`config.mk`:
```
export PLATFORM = sky130hd
export DESIGN_NAME = matrix_scan_ctrl_flat
export DESIGN_NICKNAME = d
export VERILOG_FILES = /design/src/rtl/matrix_scan_ctrl_if.sv /design/src/rtl/matrix_scan_ctrl.sv /design/src/flat_wrapper.sv
export SDC_FILE = /design/constraint.sdc
export NUM_CORES = 1
export LEC_CHECK = 0
export BUFFER_PORTS_ARGS = -buffer_cell sky130_fd_sc_hd__clkbuf_2
export CAP_MARGIN = 20
export CORE_ASPECT_RATIO = 0.75
export CORE_MARGIN = 4
export CORE_UTILIZATION = 40
export DETAILED_ROUTE_END_ITERATION = 10
export GPL_ROUTABILITY_DRIVEN = 0
export MAX_ROUTING_LAYER = met4
export SLEW_MARGIN = 20
export SYNTH_ARGS = -nofsm -noshare
export SYNTH_HDL_FRONTEND = slang
export SYNTH_SLANG_ARGS = --single-unit
export TNS_END_PERCENT = 1
```
`constraint.sdc`:
```
create_clock -name clk -period 4.1 [get_ports clk]
set_clock_uncertainty 0.15 [all_clocks]
set_input_delay 0.82 -clock clk [delete_from_list [all_inputs] [get_ports clk]]
set_output_delay 0.82 -clock clk [all_outputs]
set_load 0.01 [all_outputs]
```
`src/rtl/matrix_scan_ctrl_if.sv`:
```
`default_nettype none
// ============================================================================
// matrix_scan_ctrl_if : request/enable in, line valid/code/ack/busy out.
// Revision: 1.0
// ============================================================================
interface matrix_scan_ctrl_if;
   logic       en;
   logic [6:0] req;
   logic       V;
   logic       Ch2;
   logic       Ch1;
   logic       Ch0;
   logic [6:0] ack;
   logic       busy;

   modport master (
      output en, req,
      input  V, Ch2, Ch1, Ch0, ack, busy
   );

   modport slave (
      input  en, req,
      output V, Ch2, Ch1, Ch0, ack, busy
   );
endinterface
`default_nettype wire

```
`src/rtl/matrix_scan_ctrl.sv`:
```
`default_nettype none
// ============================================================================
// matrix_scan_ctrl : round-robin 7-line matrix scanner with blank/dwell timing.
// Revision: 1.0
// ============================================================================
module matrix_scan_ctrl #(
   parameter int DWELL = 4,
   parameter int BLANK = 1
) (
   input  logic               clk,
   input  logic               rst,
   matrix_scan_ctrl_if.slave  bus
);

   localparam logic [1:0] S_IDLE  = 2'd0;
   localparam logic [1:0] S_BLANK = 2'd1;
   localparam logic [1:0] S_SHOW  = 2'd2;

   localparam logic [7:0] C_BLANK_LD  = 8'(BLANK - 1);
   localparam logic [7:0] C_DWELL_LD  = 8'(DWELL - 1);
   localparam logic       C_DWELL_ONE = (DWELL == 1);

   logic [1:0] r_state;
   logic [7:0] r_cnt;
   logic [2:0] r_grant;
   logic [2:0] r_last;
   logic       r_v;
   logic [2:0] r_code;
   logic [6:0] r_ack;
   logic       r_busy;

   logic [2:0] w_base;
   logic [2:0] w_pick;
   logic       w_start;
   logic [6:0] w_onehot;

   // First set request scanning upward from base+1, wrapping 6 -> 0.
   function automatic logic [2:0] rr_pick(input logic [6:0] r, input logic [2:0] b);
      logic [2:0] p;
      logic [3:0] s;
      p = 3'd0;
      for (int i = 7; i >= 1; i--) begin
         s = {1'b0, b} + 4'(i);
         if (s >= 4'd7) s = s - 4'd7;
         if (r[s[2:0]]) p = s[2:0];
      end
      return p;
   endfunction

   // At the end of SHOW the line being finished becomes the new base.
   assign w_base   = (r_state == S_SHOW) ? r_grant : r_last;
   assign w_pick   = rr_pick(bus.req, w_base);
   assign w_start  = bus.en && (bus.req != 7'd0);
   assign w_onehot = 7'b1 << r_grant;

   always_ff @(posedge clk or posedge rst) begin
      if (rst) begin
         r_state <= S_IDLE;
         r_cnt   <= 8'd0;
         r_grant <= 3'd0;
         r_last  <= 3'd6;
         r_v     <= 1'b0;
         r_code  <= 3'd0;
         r_ack   <= 7'd0;
         r_busy  <= 1'b0;
      end else begin
         case (r_state)
            S_IDLE: begin
               r_v    <= 1'b0;
               r_code <= 3'd0;
               r_ack  <= 7'd0;
               if (w_start) begin
                  r_grant <= w_pick;
                  r_cnt   <= C_BLANK_LD;
                  r_state <= S_BLANK;
                  r_busy  <= 1'b1;
               end else begin
                  r_busy  <= 1'b0;
               end
            end
            S_BLANK: begin
               r_busy <= 1'b1;
               if (r_cnt == 8'd0) begin
                  r_state <= S_SHOW;
                  r_cnt   <= C_DWELL_LD;
                  r_v     <= 1'b1;
                  r_code  <= r_grant + 3'd1;
                  r_ack   <= C_DWELL_ONE ? w_onehot : 7'd0;
               end else begin
                  r_cnt   <= r_cnt - 8'd1;
                  r_v     <= 1'b0;
                  r_code  <= 3'd0;
                  r_ack   <= 7'd0;
               end
            end
            S_SHOW: begin
               if (r_cnt == 8'd0) begin
                  r_last <= r_grant;
                  r_v    <= 1'b0;
                  r_code <= 3'd0;
                  r_ack  <= 7'd0;
                  if (w_start) begin
                     r_grant <= w_pick;
                     r_cnt   <= C_BLANK_LD;
                     r_state <= S_BLANK;
                     r_busy  <= 1'b1;
                  end else begin
                     r_state <= S_IDLE;
                     r_busy  <= 1'b0;
                  end
               end else begin
                  r_cnt  <= r_cnt - 8'd1;
                  r_busy <= 1'b1;
                  // Pulse lands in the final dwell cycle.
                  r_ack  <= (r_cnt == 8'd1) ? w_onehot : 7'd0;
               end
            end
            default: begin
               r_state <= S_IDLE;
               r_v     <= 1'b0;
               r_code  <= 3'd0;
               r_ack   <= 7'd0;
               r_busy  <= 1'b0;
            end
         endcase
      end
   end

   assign bus.V    = r_v;
   assign bus.Ch2  = r_code[2];
   assign bus.Ch1  = r_code[1];
   assign bus.Ch0  = r_code[0];
   assign bus.ack  = r_ack;
   assign bus.busy = r_busy;

endmodule
`default_nettype wire

```
`src/flat_wrapper.sv`:
```
// flat-port wrapper written by rule: the top's interface ports become plain ports
module matrix_scan_ctrl_flat 
#(
   parameter int DWELL = 4,
   parameter int BLANK = 1
)
  (clk, rst, bus_en, bus_req, bus_V, bus_Ch2, bus_Ch1, bus_Ch0, bus_ack, bus_busy);
  matrix_scan_ctrl_if bus_i ();
  input  logic clk;
  input  logic rst;
  input wire logic [$bits(bus_i.en)-1:0] bus_en;
  input wire logic [$bits(bus_i.req)-1:0] bus_req;
  output wire logic [$bits(bus_i.V)-1:0] bus_V;
  output wire logic [$bits(bus_i.Ch2)-1:0] bus_Ch2;
  output wire logic [$bits(bus_i.Ch1)-1:0] bus_Ch1;
  output wire logic [$bits(bus_i.Ch0)-1:0] bus_Ch0;
  output wire logic [$bits(bus_i.ack)-1:0] bus_ack;
  output wire logic [$bits(bus_i.busy)-1:0] bus_busy;
  assign bus_i.en = bus_en;
  assign bus_i.req = bus_req;
  assign bus_V = bus_i.V;
  assign bus_Ch2 = bus_i.Ch2;
  assign bus_Ch1 = bus_i.Ch1;
  assign bus_Ch0 = bus_i.Ch0;
  assign bus_ack = bus_i.ack;
  assign bus_busy = bus_i.busy;
  matrix_scan_ctrl #(.DWELL(DWELL), .BLANK(BLANK)) u_core (.clk(clk), .rst(rst), .bus(bus_i));
endmodule
```
* After elaboration in Yosys (flattened, before gate mapping)
Index checks and enable logic that the tools add are counted.
Storage, ports and cells: input port bits 10, flip-flop bits (word level) 28, output and inout bits 12, word-level logic and storage cells 107
Cells by class: order comparisons 14, mux-type cells 53, add/subtract/negate cells 16, reductions and logical operators 9, equality and inequality tests 6, shift operators 1
Operator list (number):
- 2-to-1 mux 3 bit | 19
- greater-or-equal comparator 4 x 3 -> 1 bit (second input constant) | 7
- < comparator 3 x 4 -> 1 bit (second input constant) | 7
- 2-to-1 mux 8 bit | 3
- case mux 8 bit (3 select lines) | 1
- binary-select mux 1 bit (select 3 bit) | 7
- 2-to-1 mux 7 bit | 3
- subtractor 3 bit (second input constant) | 7
- adder 3 x 3 -> 4 bit (second input constant) | 4
- 2-to-1 mux 1 bit | 12
- case mux 3 bit (2 select lines) | 2
- adder 3 x 2 -> 4 bit (second input constant) | 2
- == test 8 x 1 -> 1 bit (second input constant) | 1
- zero test 8 bit | 1
- subtractor 8 x 1 -> 8 bit (second input constant) | 1
- nonzero test 7 bit | 1
- left shift 1 x 3 -> 7 bit (first input constant) | 1
- 2-to-1 mux 2 bit | 3
- case mux 2 bit (3 select lines) | 1
- adder 3 x 1 -> 4 bit (second input constant) | 1
- != test 2 x 1 -> 1 bit (second input constant) | 2
- AND reduction 2 bit | 2
- adder 3 x 1 -> 3 bit (second input constant) | 1
- case mux 1 bit (3 select lines) | 1
- 9 further kinds | 9

* Longest topological paths before layout
Gate-level depths: netlist of run 1.
word-level depth 17, gate-level depth with buffers 17, depth with buffers taken out 15

* Worst setup path after synthesis of run 1
No wires, ideal clock.
path kind register to register, start point register u_core.r_state[0], end point register u_core.r_grant[2], slack 0.195 ns, buffers on the path 1, cell stages (with the launch flop) 16, setup time 0.137 ns, clock period less this slack 3.905 ns, arrival 3.618 ns, data required time 3.813 ns, cells stage by stage dfrtp_1 > inv_1 > ha_1 > buf_6 > mux2_4 > clkinv_1 > ha_1 > inv_1 > fa_1 > xnor2_1 > mux4_2 > o211ai_1 > nand2_1 > or3b_1 > a31oi_1 > o221ai_1
Between the ends: cells in the longest elaborated chain, start to end 17, elaborated cells between the ends (all ways) 58, those cells by class add/sub: 14; order compare: 7; eq/ne: 2; mux: 32; reduce/logical: 3
Ends and longest elaborated chain:
- start, declared | line matrix_scan_ctrl.sv:23 | logic [1:0] r_state;
- start signal, assigned | line matrix_scan_ctrl.sv:58 | r_state <= S_IDLE;
- start signal, assigned | line matrix_scan_ctrl.sv:75 | r_state <= S_BLANK;
- start signal, assigned | line matrix_scan_ctrl.sv:84 | r_state <= S_SHOW;
- == test 2 bit | line matrix_scan_ctrl.sv:51, matrix_scan_ctrl.sv:67
- 2-to-1 mux 3 bit | line matrix_scan_ctrl.sv:51 | assign w_base = (r_state == S_SHOW) ? r_grant : r_last;
- adder 3 x 3 -> 4 bit | line matrix_scan_ctrl.sv:43 | s = {1'b0, b} + 4'(i);
- greater-or-equal comparator 4 x 3 -> 1 bit / subtractor 3 bit (equally long branches) | line matrix_scan_ctrl.sv:44 | if (s >= 4'd7) s = s - 4'd7;
- 2-to-1 mux 3 bit | line matrix_scan_ctrl.sv:44
- binary-select mux 1 bit (select 3 bit) | line matrix_scan_ctrl.sv:45 | if (r[s[2:0]]) p = s[2:0];
- 2-to-1 mux 1 bit (implied by the code) | line matrix_scan_ctrl.sv:45
- 2-to-1 mux 3 bit (7 in a row) | line matrix_scan_ctrl.sv:45
- 2-to-1 mux 3 bit | line matrix_scan_ctrl.sv:72, matrix_scan_ctrl.sv:102
- 2-to-1 mux 3 bit | line matrix_scan_ctrl.sv:97 | if (r_cnt == 8'd0) begin
- case mux 3 bit (2 select lines) | line matrix_scan_ctrl.sv:67 | case (r_state)
- end signal, assigned | line matrix_scan_ctrl.sv:73 | r_grant <= w_pick;
- end signal, assigned | line matrix_scan_ctrl.sv:103 | r_grant <= w_pick;
- end, declared | line matrix_scan_ctrl.sv:25 | logic [2:0] r_grant;
Parallel ways exist; a longest one is shown, timed or not. The select of a mux whose other input is x is not followed. A chain may end at the register's enable or synchronous reset.

* Final worst setup path of run 1
Same ends and word-level chain as after synthesis.

==> results of run 1 <==
[worst paths after layout]
check                                  start                 to  slack (ns)  cells after the start
max                        u_core.r_state[0]  u_core.r_grant[2]        0.15                     15
min                         u_core.r_code[2]   u_core.r_code[2]        0.36                      2
max reg2reg                u_core.r_state[0]  u_core.r_grant[2]        0.15                     15
min reg2reg                 u_core.r_code[2]   u_core.r_code[2]        0.36                      2
max in group asynchronous                rst    u_core.r_cnt[2]        2.79                      3
min in group asynchronous                rst  u_core.bus.ack[4]        0.48                      2
[cell type report]
class	count	area (um2)
Sequential cell	28	703
Timing Repair Buffer	36	225
Tap cell	98	123
Inverter	20	75.1
Antenna cell	1	2.50
Multi-Input combinational cell	292	2110
Fill cell	694	3730
Clock buffer	4	55.1
[routing by layer]
metal	track usage	vias to the layer above	wire length, um
met2	0.262	138	3140
met3	0.0575	8	870
li1	-	1351	-
met5	-	-	0
met1	0.299	1360	4160
met4	0.0328	0	71
[what timing repair did]
| item | CTS | global route |
|---|---|---|
| hold endpoints to repair | 0 | 0 |
| pin swaps | 0 | 0 |
| cloned | 0 | 0 |
| setup endpoints to repair | 1 | 3 |
| resized for setup | 1 | 3 |
[kinds of logic (layout without fill, tap and decap cells)]
logic type      after synthesis  after routing  synth area share
compound gates              102            102             0.230
xor+xnor                      5              5            0.0147
fa+ha+maj                    22             22            0.0950
buf+inv                      40             60            0.0606
flops                        28             28             0.236
mux                          35             35             0.137
other cells                   0              1                 0
simple gates                128            128             0.227
[layout by cell type, fill, tap and decap left out, types with 4 or more instances in the layout]
cell type  Yosys  final
nand3_1       15     15
nand3b_1       4      4
a21oi_1       27     27
o221ai_1       4      4
nand2b_1       8      8
clkbuf_2       0     21
ha_1          21     20
mux2_2         7      7
o21ai_0       22     22
a21o_1         4      4
nor2_1        30     30
inv_1         19     19
a211oi_1       5      5
xnor2_1        5      4
buf_4          0     14
nand2_1       32     32
and3_1         8      8
mux2i_1       23     23
o31ai_1        6      6
clkbuf_8       0      4
nor3_1         6      6
or3_1          4      4
dfrtp_1       26     26
[Yosys cell counts, drive strengths merged, types with 2 or more instances]
master | number | share of area
or2 | 2 | 0.0042
and2 | 3 | 0.0063
nand2b | 8 | 0.017
or3 | 5 | 0.012
o31ai | 6 | 0.015
a221oi | 2 | 0.0059
xnor2 | 5 | 0.015
o21bai | 2 | 0.0050
a21o | 4 | 0.010
nand3 | 15 | 0.025
nand2 | 33 | 0.044
a21boi | 3 | 0.0076
and3 | 8 | 0.017
clkbuf | 11 | 0.014
ha | 21 | 0.088
nor2 | 30 | 0.038
a211oi | 5 | 0.013
o21ai | 22 | 0.037
nand3b | 4 | 0.010
o211ai | 2 | 0.0050
o221ai | 4 | 0.012
a31oi | 3 | 0.0063
nor2b | 3 | 0.0063
o41ai | 2 | 0.0084
inv | 19 | 0.024
buf | 9 | 0.021
dfstp | 2 | 0.018
mux2i | 25 | 0.093
nor4 | 3 | 0.011
mux2 | 9 | 0.037
o21a | 2 | 0.0050
or4 | 2 | 0.0050
nor3 | 8 | 0.019
dfrtp | 26 | 0.22
o22ai | 3 | 0.0063
a21oi | 28 | 0.051
a211o | 2 | 0.0059
[state kept, by name (all words and copies together) (netlist names)]
| register | count |
|---|---|
| u_core.r_last | 3 |
| u_core.bus.busy | 1 |
| u_core.bus.V | 1 |
| u_core.r_code | 3 |
| u_core.r_cnt | 8 |
| u_core.bus.ack | 7 |
| u_core.r_grant | 3 |
| u_core.r_state | 2 |
[worst max-delay path: stages, from the launching register on]
cell      delay (ns)
dfrtp_1         0.43
inv_1           0.15
ha_4            0.22
mux2_4          0.33
clkinv_1        0.06
ha_1            0.18
inv_1           0.08
fa_2            0.59
inv_1           0.09
mux2_2          0.29
mux4_2          0.30
o211ai_1        0.11
nand2_1         0.14
or3b_1          0.39
a31oi_1         0.17
o221ai_1        0.12
[metrics by stage]
stage,utilization,TNS (ns)
2_1_floorplan,-,0
3_3_place_gp,0.456,0
3_5_place_dp,0.458,-0.00946
4_1_cts,0.466,0
5_1_grt,0.469,-0.00262
6_report,0.469,0
==> flow_summary.yaml, run 1 <==
sta:
  slew_headroom: 0.510
  period_needed_ns: 3.95
  whs_ns: 0.361
  maxSlewViolCount: 0
  worstMarginPinSlew_ns: 0.735
  fmax_mhz: 253
  fin_crit_sh: 0.964
  setup_ws_ns: 0.146
  finalSetupViolCount: 0
  hold_viol: 0
clock_tree:
  clockBufferDepth: 2
  cts_max_level: 1
  cts_sinks: 28
  clk_pin_slew_worst_paths_ns: 0.10
  cts_inserted_buffers: 3
  cts_hold_buf: 0
  clock_latency_ns: 0.28
  cts-root-buf: "clkbuf_8"
  cts_tree: "built"
  cts_setup_buffers: 0
synth:
  yosysWarnings: 0
  syn_nets: 392
  synth_area_um2: 2980
  synth-seq-cells: 28
  synth_edf_count: 0
  ys_types: 68
  yosysSeqAreaShare: 0.236
  netlist_instances: 360
  synth-main-ff-cell: "dfrtp_1"
  avgSynthCellArea_um2: 8.26
  synth_async_sr_flop_share: 1.00
critical_path:
  critPathArrivalTime_ns: 3.96
  crit_path_max_fanout: 9
  crit_path_start_kind: "register"
  critPathKind: "reg2reg"
  cp.required_ns: 4.10
  end_kind: "register"
drt:
  wl_per_cell_um: 17.2
  drt_iter0_markers: 285
  wl_um: 8240
  drtAntennaViolNets: 0
  drc_errors: 0
  viasPerCell: 5.96
  first_pass_iters: 5
  vias: 2857
global_routing:
  grt-ovfl-total: 0
  grt_max_degree: 24
  antenna_found_initial: 1
  grt_pass1_wl_um: 13600
  track_usage: 0.199
  grt_pass1_vias: 2609
cells_and_area:
  synthToLayoutAreaGrowth_pct: 10.8
  drive_above_1_share: 0.176
  stdcell_area_um2: 3300
  final_cells: 479
  fin_nets: 413
run_status:
  status: "finished clean"
placement:
  dpl_cell_area_um2: 3220
  portBuffers: 21
  pre_cts_slack_ns: -0.00946
  dp_hpwl_um: 6250
  placed_cells: 474
floorplanning:
  die_x_um: 108
  num_rows: 26
  initial_utilization: 0.423
  die_h_um: 82.7
  core_um2: 7030
  io_pins: 22
  die-area_um2: 8900
min_path:
  hold_class: "reg2reg"
flow_run:
  drv_cap: 0
Power of run 1 is left out: the tool's default activity adds up to more than one toggle a clock period on the data nets, which glitch-free logic cannot reach.
==> run 2: changes to the inputs <==
BUFFER_PORTS_ARGS = -buffer_cell sky130_fd_sc_hd__buf_4   (was -buffer_cell sky130_fd_sc_hd__clkbuf_2)
==> run 2 against run 1 <==
- hold slack worse by 0.0014 ns
- setup slack better by 0.084 ns
- highest routed layer unchanged
- critical path type unchanged
- via count is 3.2% lower
==> flow_summary.yaml, run 2 (same netlist as run 1, synthesis figures left out) <==
critical_path:
  crit_path_start_kind: "register"
  end_kind: "register"
  worst-path-buf-inv: 4
  cp.required_ns: 4.11
  rrSetupSlack_ns: 0.23
  worstPathCellList: "inv_1 > ha_4 > mux2_4 > clkinv_1 > ha_1 > inv_1 > fa_2 > inv_1 > mux2_2 > mux4_2 > o211ai_1 > nand2_1 > or3b_1 > a31oi_1 > o221ai_1"
  slowest_stage: "fa_2"
  r2r-start: "u_core.r_state[0]"
  rr_endpoint: "u_core.r_grant[2]"
  critPathArrivalTime_ns: 3.88
  critPathKind: "reg2reg"
  critPathTopFamily: "adder cells"
  crit_path_max_fanout: 6
  reg2regPathDepth: 15
  slowest_delay_ns: 0.59
  crit_cells: 15
  crit_top_cell: "inv_1"
min_path:
  whs_path_depth: 2
  holdPathEnd: "u_core.r_cnt[6]"
  hp-start: "u_core.r_cnt[6]"
  hold_class: "reg2reg"
global_routing:
  grt-ovfl-total: 0
  grt_pass1_wl_um: 13700
  antenna_found_initial: 0
  grt_max_degree: 29
  grt_pass1_vias: 2595
  track_usage: 0.198
cells_and_area:
  multi_input_area_um2: 2110
  largest_reg_flops: 8
  seqCellArea_um2: 703
  mostFrequentLayoutCell: "buf_4"
  fin_nets: 412
  synthToLayoutAreaGrowth_pct: 12.0
  fill_cells: 710
  utilization: 0.474
  antenna_cells: 0
  final_cell_mix: "35 x buf_4, 32 x nand2_1, 30 x nor2_1, 27 x a21oi_1, 26 x dfrtp_1"
  regMostFlops: "u_core.r_cnt"
  drive_above_1_share: 0.177
drt:
  drc_errors: 0
  viasPerCell: 5.80
  wl_per_cell_um: 17.1
  first_pass_iters: 5
  drt_iter0_markers: 263
  drtAntennaViolNets: 0
  wl_um: 8140
  vias: 2766
floorplanning:
  core_um2: 7030
  num_rows: 26
  io_pins: 22
  die_h_um: 82.7
  die_x_um: 108
  initial_utilization: 0.423
  die-area_um2: 8900
sta:
  slew_headroom: 0.375
  finalSetupViolCount: 0
  fmax_mhz: 258
  hold_viol: 0
  worstMarginPinSlew_ns: 0.928
  maxSlewViolCount: 0
  fin_crit_sh: 0.944
  timing.setup.tns_ns: 0
  period_needed_ns: 3.87
  rsz0062_at_grt: "false"
clock_tree:
  cts_hold_buf: 0
  cts-root-buf: "clkbuf_8"
  clk_pin_slew_worst_paths_ns: 0.10
  cts_sinks: 28
  cts_max_level: 1
  clock_latency_ns: 0.28
  cts_tree: "built"
  clockBufferDepth: 2
  cts_inserted_buffers: 3
run_status:
  status: "finished clean"
placement:
  portBuffers: 21
  dp_hpwl_um: 6300
flow_run:
  drv_cap: 0
run 2: cell count changes in the layout (fill, tap and decap cells not counted), sizes merged:
cell and change:
diode -1, clkbuf -21, buf +20
run 2: final cells by class:
type,count,share of cell area
inverter,20,0.0225
timing repair buffer,35,0.0789
multi-input combinational,292,0.634
sequential,28,0.211
tap,98,0.0368
clock buffer,4,0.0165
run 2: stage by stage:
| stage | cells | instance area (um2) | hold WS, ns | setup slack (ns) |
|---|---|---|---|---|
| 2_1_floorplan | 360 | 2980 | 0.311 | 0.195 |
| 3_3_place_gp | 473 | 3260 | 0.337 | 0.272 |
| 3_5_place_dp | 473 | 3260 | 0.337 | 0.131 |
| 4_1_cts | 477 | 3310 | 0.359 | 0.116 |
| 5_1_grt | 477 | 3330 | 0.375 | 0.00543 |
| 6_report | 477 | 3330 | 0.359 | 0.230 |
run 2: worst min-delay path, cell delays in order (launching register included):
cell     delay (ns)
dfrtp_1        0.37
nand2_1        0.05
o31ai_1        0.06
run 2: metal layers:
metal	wire (um)	track usage	up-vias
met2	3140	0.277	120
met3	748	0.0427	10
met4	74	0.0290	0
li1	-	-	1345
met5	0	-	-
met1	4170	0.295	1291
run 2: worst max path at each step:
stage,startpoint,to
2_1_floorplan,u_core.r_state[0],u_core.r_grant[2]
3_3_place_gp,u_core.r_state[0],u_core.r_grant[2]
3_5_place_dp,u_core.r_state[0],u_core.r_grant[2]
4_1_cts,u_core.r_state[0],u_core.r_grant[2]
5_1_grt,u_core.r_state[0],u_core.r_grant[0]
6_report,u_core.r_state[0],u_core.r_grant[2]
run 2: what timing repair did:
item                                    4_1_cts  5_1_grt
setup buffers                                 0        0
resized for setup                             0        4
endpoints found under the setup margin        0        3
Power of run 2 is left out for the same reason.
